[config.mk]
export PLATFORM = sky130hd
export DESIGN_NAME = crop_window_ctrl_flat
export DESIGN_NICKNAME = d
export VERILOG_FILES = /design/src/rtl/crop_window_ctrl_pkg.sv /design/src/rtl/crop_window_ctrl_if.sv /design/src/rtl/crop_window_clamp.sv /design/src/rtl/crop_window_ctrl.sv /design/src/flat_wrapper.sv
export SDC_FILE = /design/constraint.sdc
export NUM_CORES = 1
export LEC_CHECK = 0
export BUFFER_PORTS_ARGS = -buffer_cell sky130_fd_sc_hd__buf_2
export CAP_MARGIN = 15
export CORE_ASPECT_RATIO = 1.1
export CORE_MARGIN = 5
export CORE_UTILIZATION = 55
export CTS_BUF_LIST = sky130_fd_sc_hd__clkbuf_8
export CTS_CLUSTER_SIZE = 14
export DETAILED_ROUTE_END_ITERATION = 8
export PLACE_DENSITY = 0.87
export SLEW_MARGIN = 20
export SYNTH_ARGS = -nofsm -noshare
export SYNTH_HDL_FRONTEND = slang
export SYNTH_SLANG_ARGS = --single-unit
[constraint.sdc]
create_clock -name clk -period 8.69 [get_ports clk]
set_input_delay 1.738 -clock clk [delete_from_list [all_inputs] [get_ports clk]]
set_output_delay 1.738 -clock clk [all_outputs]
set_load 0.02 [all_outputs]
[src/rtl/crop_window_ctrl_pkg.sv]
// Shared types and constants for the frame-synchronous crop window controller.
// Includes the pan step helper used when CROP_PAN_EN is defined.
package crop_window_ctrl_pkg;

    localparam int XW         = 11;
    localparam int YW         = 11;
    localparam int DEF_H_DISP = 1280;
    localparam int DEF_V_DISP = 720;
    localparam int DEF_FCNT_W = 16;

    typedef enum logic [1:0] {
        IDLE,
        PEND,
        COMMIT
    } state_t;

    typedef struct packed {
        logic [XW-1:0] start_x;
        logic [YW-1:0] start_y;
        logic [XW-1:0] end_x;
        logic [YW-1:0] end_y;
    } win_t;

    typedef struct packed {
        logic [XW-1:0] s;
        logic [XW-1:0] e;
        logic          flip;
    } pan_t;

    function automatic win_t full_window(input int h, input int v);
        win_t w;
        w.start_x = '0;
        w.start_y = '0;
        w.end_x   = XW'(h);
        w.end_y   = YW'(v);
        return w;
    endfunction

    // Shift one axis by d (negated when neg), keeping its length; bounce off 0 and lim.
    function automatic pan_t pan_axis(input logic [XW-1:0] s, input logic [XW-1:0] e,
                                      input logic signed [7:0] d, input logic neg, input int lim);
        pan_t r;
        int   step;
        int   len;
        int   ns;
        int   ne;
        step   = neg ? -int'(d) : int'(d);
        len    = int'(e) - int'(s);
        ns     = int'(s) + step;
        ne     = int'(e) + step;
        r.flip = 1'b0;
        if (step < 0 && ns <= 0) begin
            ns     = 0;
            ne     = len;
            r.flip = 1'b1;
        end else if (step > 0 && ne >= lim) begin
            ne     = lim;
            ns     = lim - len;
            r.flip = 1'b1;
        end
        r.s = XW'(ns);
        r.e = XW'(ne);
        return r;
    endfunction

endpackage

[src/rtl/crop_window_ctrl_if.sv]
// Config write channel from the CSR bridge: valid/ready plus the requested window.
interface crop_window_ctrl_if;

    logic                               cfg_valid;
    logic                               cfg_ready;
    logic [crop_window_ctrl_pkg::XW-1:0] cfg_start_x;
    logic [crop_window_ctrl_pkg::YW-1:0] cfg_start_y;
    logic [crop_window_ctrl_pkg::XW-1:0] cfg_end_x;
    logic [crop_window_ctrl_pkg::YW-1:0] cfg_end_y;

    modport master (
        output cfg_valid, cfg_start_x, cfg_start_y, cfg_end_x, cfg_end_y,
        input  cfg_ready
    );

    modport slave (
        input  cfg_valid, cfg_start_x, cfg_start_y, cfg_end_x, cfg_end_y,
        output cfg_ready
    );

endinterface

[src/rtl/crop_window_clamp.sv]
// Clamps the end coordinates to the display size and flags empty or inverted windows.
module crop_window_clamp
    import crop_window_ctrl_pkg::*;
#(
    parameter int H_DISP = DEF_H_DISP,
    parameter int V_DISP = DEF_V_DISP
) (
    input  win_t req,
    output win_t win,
    output logic err
);

    always_comb begin
        win = req;
        if (req.end_x > XW'(H_DISP)) win.end_x = XW'(H_DISP);
        if (req.end_y > YW'(V_DISP)) win.end_y = YW'(V_DISP);
        err = (win.start_x >= win.end_x) || (win.start_y >= win.end_y);
    end

endmodule

[src/rtl/crop_window_ctrl.sv]
// Crop window controller: validated cfg writes land in a shadow set committed at vsync rise.
// Optional macro CROP_PAN_EN adds per-frame auto-panning with edge bounce.
module crop_window_ctrl
    import crop_window_ctrl_pkg::*;
#(
    parameter int H_DISP = DEF_H_DISP,
    parameter int V_DISP = DEF_V_DISP,
    parameter int FCNT_W = DEF_FCNT_W
) (
    input  logic               clk,
    input  logic               rst_n,
    crop_window_ctrl_if.slave  cfg,
    input  logic               vs_i,
`ifdef CROP_PAN_EN
    input  logic               pan_en,
    input  logic signed [7:0]  pan_dx,
    input  logic signed [7:0]  pan_dy,
`endif
    output logic [XW-1:0]      start_x,
    output logic [YW-1:0]      start_y,
    output logic [XW-1:0]      end_x,
    output logic [YW-1:0]      end_y,
    output logic               pending,
    output logic               cfg_err,
    output logic [FCNT_W-1:0]  frame_cnt
);

    localparam win_t RESET_WIN = full_window(H_DISP, V_DISP);

    state_t state, state_nxt;
    win_t   live, shadow, staged, req, req_clamped;
    logic   req_err, vs_q, vs_rise, accept, good_wr, stage_vld;

    assign req           = '{start_x: cfg.cfg_start_x, start_y: cfg.cfg_start_y,
                             end_x: cfg.cfg_end_x, end_y: cfg.cfg_end_y};
    assign vs_rise       = vs_i & ~vs_q;
    assign cfg.cfg_ready = (state != COMMIT);
    assign accept        = cfg.cfg_valid & cfg.cfg_ready;
    assign good_wr       = accept & ~req_err;

    crop_window_clamp #(.H_DISP(H_DISP), .V_DISP(V_DISP)) u_clamp (
        .req (req),
        .win (req_clamped),
        .err (req_err)
    );

`ifdef CROP_PAN_EN
    logic neg_x, neg_y;
    pan_t pan_x, pan_y;
    win_t pan_win;

    always_comb begin
        pan_x   = pan_axis(live.start_x, live.end_x, pan_dx, neg_x, H_DISP);
        pan_y   = pan_axis(XW'(live.start_y), XW'(live.end_y), pan_dy, neg_y, V_DISP);
        pan_win = '{start_x: pan_x.s, start_y: YW'(pan_y.s), end_x: pan_x.e, end_y: YW'(pan_y.e)};
    end
`endif

    always_comb begin
        state_nxt = state;
        case (state)
            IDLE:    if (good_wr) state_nxt = PEND;
            PEND:    if (vs_rise) state_nxt = COMMIT;
            COMMIT:  state_nxt = stage_vld ? PEND : IDLE;
            default: state_nxt = IDLE;
        endcase
    end

    always_ff @(posedge clk) begin
        if (!rst_n) begin
            state     <= IDLE;
            vs_q      <= 1'b0;
            live      <= RESET_WIN;
            shadow    <= RESET_WIN;
            staged    <= RESET_WIN;
            stage_vld <= 1'b0;
            cfg_err   <= 1'b0;
            frame_cnt <= '0;
`ifdef CROP_PAN_EN
            neg_x     <= 1'b0;
            neg_y     <= 1'b0;
`endif
        end else begin
            state   <= state_nxt;
            vs_q    <= vs_i;
            cfg_err <= accept & req_err;
            if (vs_rise) frame_cnt <= frame_cnt + 1'b1;
            if (state == COMMIT) begin
                live      <= shadow;
                stage_vld <= 1'b0;
                if (stage_vld) shadow <= staged;
`ifdef CROP_PAN_EN
                neg_x     <= 1'b0;
                neg_y     <= 1'b0;
`endif
            end else if (good_wr) begin
                // A write racing the commit edge is parked so the old shadow still goes live.
                if (state == PEND && vs_rise) begin
                    staged    <= req_clamped;
                    stage_vld <= 1'b1;
                end else begin
                    shadow <= req_clamped;
                end
            end
`ifdef CROP_PAN_EN
            else if (pan_en && vs_rise && state == IDLE) begin
                live  <= pan_win;
                neg_x <= neg_x ^ pan_x.flip;
                neg_y <= neg_y ^ pan_y.flip;
            end
`endif
        end
    end

    assign start_x = live.start_x;
    assign start_y = live.start_y;
    assign end_x   = live.end_x;
    assign end_y   = live.end_y;
    assign pending = (state != IDLE);

endmodule

[src/flat_wrapper.sv]
// flat-port wrapper written by rule: the top's interface ports become plain ports
module crop_window_ctrl_flat import crop_window_ctrl_pkg::*;
#(
    parameter int H_DISP = DEF_H_DISP,
    parameter int V_DISP = DEF_V_DISP,
    parameter int FCNT_W = DEF_FCNT_W
)
  (clk, rst_n, vs_i, start_x, start_y, end_x, end_y, pending, cfg_err, frame_cnt, cfg_cfg_valid, cfg_cfg_start_x, cfg_cfg_start_y, cfg_cfg_end_x, cfg_cfg_end_y, cfg_cfg_ready);
  crop_window_ctrl_if cfg_i ();
  input  logic clk;
  input  logic rst_n;
  input  logic vs_i;
  output logic [XW-1:0] start_x;
  output logic [YW-1:0] start_y;
  output logic [XW-1:0] end_x;
  output logic [YW-1:0] end_y;
  output logic pending;
  output logic cfg_err;
  output logic [FCNT_W-1:0] frame_cnt;
  input wire logic [$bits(cfg_i.cfg_valid)-1:0] cfg_cfg_valid;
  input wire logic [$bits(cfg_i.cfg_start_x)-1:0] cfg_cfg_start_x;
  input wire logic [$bits(cfg_i.cfg_start_y)-1:0] cfg_cfg_start_y;
  input wire logic [$bits(cfg_i.cfg_end_x)-1:0] cfg_cfg_end_x;
  input wire logic [$bits(cfg_i.cfg_end_y)-1:0] cfg_cfg_end_y;
  output wire logic [$bits(cfg_i.cfg_ready)-1:0] cfg_cfg_ready;
  assign cfg_i.cfg_valid = cfg_cfg_valid;
  assign cfg_i.cfg_start_x = cfg_cfg_start_x;
  assign cfg_i.cfg_start_y = cfg_cfg_start_y;
  assign cfg_i.cfg_end_x = cfg_cfg_end_x;
  assign cfg_i.cfg_end_y = cfg_cfg_end_y;
  assign cfg_cfg_ready = cfg_i.cfg_ready;
  crop_window_ctrl #(.H_DISP(H_DISP), .V_DISP(V_DISP), .FCNT_W(FCNT_W)) u_core (.clk(clk), .rst_n(rst_n), .cfg(cfg_i), .vs_i(vs_i), .start_x(start_x), .start_y(start_y), .end_x(end_x), .end_y(end_y), .pending(pending), .cfg_err(cfg_err), .frame_cnt(frame_cnt));
endmodule
==> reports/qor.csv <==
stage,metric,value,unit
run_status,status,"finished, final reports clean",
finish,final_common_cell,nand2_1,
yosys,yosysTopAreaCell,dfxtp_1,
yosys,ys_warn_count,0,
critical_path,path_cells,buf_2 > nor4_1 > a21boi_0 > o21ai_1 > nand2_1 > ha_1 > nand4_2 > nor3_1 > or4_4 > or4_4 > o21ai_0 > a21oi_1,
detailed_routing,first_pass_iters,5,
detailed_routing,ant_nets,0,
grt,grt_max_degree,92,
floorplanning,start_util,0.553,
critical_path,worstPathArrival,5170,ps
grt,grt_usage,0.237,
timing,layout_setup_ws,3830,ps
finish,fillers,1102,
finish,seqCellArea,3060,µm²
critical_path,slowest_delay,820,ps
power_and_ir_drop,sequentialPowerShare,0.490,
place,gp_congestion,0.936,
clocking,cts_sinks,153,
grt,gr-total-overflow,0,
clocking,post_cts_buffers,0,
critical_path,cp_slowest_cell,or4_4,
power_and_ir_drop,p_clk_frac,0.408,
critical_path,path_buf_inv,1,
yosys,ys_seq_area_frac,0.444,
finish,final_core_util,0.635,
yosys,synth_cell_types,46,
timing,holdWs,452,ps
timing,report.final.slew_viol_count,0,
clocking,htree_levels,4,
yosys,ys_seq_elements,153,
timing,rsz0062_at_grt,false,
power_and_ir_drop,finalPower,1.48,mW
finish,final_nets,1027,
timing,finalCriticalPeriod,4860,ps
floorplanning,die_w,117,µm
grt,antenna_found_initial,2,
critical_path,cp.required,9000,ps
yosys,ys_top_cells_by_area,"dfxtp_1 (44%), nand2_1 (15%), a21oi_1 (6.7%)",
detailed_routing,vias,6315,
timing,fin_worst_skew,8.42,ps
clocking,postCtsHoldBufs,0,
yosys,synth_top_area_share,0.444,
clocking,root_buffer,clkbuf_8,
floorplanning,die-area,14900,µm²
worst_hold_path,hold_class,flip-flop to flip-flop,
floorplanning,die_h,127,µm
floorplanning,rows,43,
yosys,netlist_area,6900,µm²
power_and_ir_drop,swShare,0.258,
finish,design_area,7920,µm²
clocking,cts_tree,yes,
power_and_ir_drop,net-switching-power,0.382,mW
clocking,cts_resized,0,
yosys,postSynthCellCount,882,
finish,multi_input_area,3570,µm²
clocking,clk_latency,470,ps
timing,setup_violations,0,
yosys,synthesis.nets,953,
place,place_area,7460,µm²
power_and_ir_drop,leakage,3.40,nW
timing,hold_viol,0,
yosys,async_flop_share,0,
detailed_routing,totalWireLength,17.2,mm
finish,syn_to_final_growth,14.9,%
flow_run,cap_viol_max_count,0,
critical_path,cp_top_family,simple AND/OR/NAND/NOR gates,
timing,period_share,0.560,
power_and_ir_drop,powerDensity,187,nW/µm²
finish,layout_common_cells,"nand2_1 (272), dfxtp_1 (153), buf_2 (110)",
timing,tns,0,ps
clocking,cts_buffers,17,
finish,final_cells,1128,
power_and_ir_drop,ir_drop,121,µV
clocking,clkTransAtPathRegs,80,ps
critical_path,cp-start-kind,primary input,
grt,first_global_vias,5953,
timing,slew_headroom,0.389,
critical_path,cp-end-kind,flip-flop,
critical_path,crit_top_cell,or4_4,
detailed_routing,remaining_drc_errors,0,
detailed_routing,routed_via_density,5.60,
timing,worst_pin_slew,917,ps
detailed_routing,drt_iter0_drc,713,
place,port_buffers,110,
place,post-place-ws,3360,ps
yosys,synth_edf_count,0,
floorplanning,core-area,12500,µm²
finish,drive_gt1_frac,0.169,
yosys,ys.flop_type,dfxtp_1,
power_and_ir_drop,p_comb_frac,0.102,
place,dp_cells,1094,
floorplanning,io_pins,111,
clocking,clockBufferDepth,2,
detailed_routing,routedWlPerCell,15.2,µm
critical_path,crit_type,primary input to flip-flop,
power_and_ir_drop,p_int,1.10,mW
yosys,post_synth.cell_area_avg,7.82,µm²
timing,clock.fmax,206,MHz
critical_path,cp_max_fo,61,
place,dp_hpwl,11.3,mm
grt,grt_pass1_wl,28.2,mm
synth_stat cells (7+ instances only):
cell type / instances
a21oi_1: 93
buf_1: 7
clkbuf_1: 48
dfxtp_1: 153
ha_1: 23
mux2i_1: 40
nand2_1: 272
nand3_1: 39
nand4_1: 9
nor2_1: 26
o211ai_1: 14
o21ai_0: 55
o21ai_1: 12
or3_1: 15
xor2_1: 10
power by group through the flow:
stage	Sequential, mW	Clock, mW	Combinational, mW
2_1_floorplan	0.742	0	0.103
3_3_place_gp	0.742	0	0.144
3_5_place_dp	0.742	0	0.149
4_1_cts	0.726	0.613	0.150
5_1_grt	0.728	0.643	0.168
6_report	0.726	0.605	0.151
per-layer routing:
| metal | track usage | vias up | routed length, µm |
|---|---|---|---|
| li1 | - | 3136 | - |
| met1 | 0.284 | 2937 | 7210 |
| met2 | 0.385 | 189 | 8210 |
| met3 | 0.0701 | 53 | 1120 |
| met4 | 0.114 | 0 | 654 |
| met5 | 0 | - | 0 |
path summary, 6_finish.rpt:
check / start / endpoint / slack [ps] / cells past startpoint
setup reg to reg: u_core.state[1] / u_core.shadow[37] / 4730 / 9
hold reg to reg: u_core.start_x[8] / u_core.start_x[8] / 450 / 2
hold / removal: u_core.start_x[8] / u_core.start_x[8] / 450 / 2
setup / recovery: cfg_cfg_end_x[0] / u_core.staged[36] / 3830 / 12
worst register-to-register path: cells and delay by family, from the launching register on:
| family | cells | cell delay, ps |
|---|---|---|
| DFF | 1 | 380 |
| AOI/OAI and AO/OA | 2 | 970 |
| buffers and inverters | 4 | 2000 |
| muxes | 1 | 290 |
| and+or+nand+nor | 2 | 230 |
final cells by class:
cell class                 instances  share of cell area
inverter                           6             0.00284
clock buffer                      19              0.0330
sequential                       153               0.387
multi-input combinational        660               0.451
antenna                            2            0.000632
tap                              157              0.0248
clock inverter                    13              0.0243
timing repair buffer             118              0.0771
kinds of logic after synthesis:
logic type | Yosys count | synth area share
and+or+nand+nor | 389 | 0.242
DFF | 153 | 0.444
muxes | 40 | 0.0580
other | 1 | 0.000544
xor gates and xnor gates | 13 | 0.0165
AOI/OAI and AO/OA | 194 | 0.155
buffers and inverters | 69 | 0.0417
adders and majority gates | 23 | 0.0417
state kept, by name (all words and copies together) (netlist names):
name and flops:
u_core.shadow 44, u_core.state 2, u_core.cfg_err 1, u_core.start_y 11
u_core.staged 44, u_core.frame_cnt 16, u_core.stage_vld 1, u_core.end_y 11
u_core.end_x 11, u_core.start_x 11, u_core.vs_q 1
No activity file was read; power rests on OpenSTA's default activity.
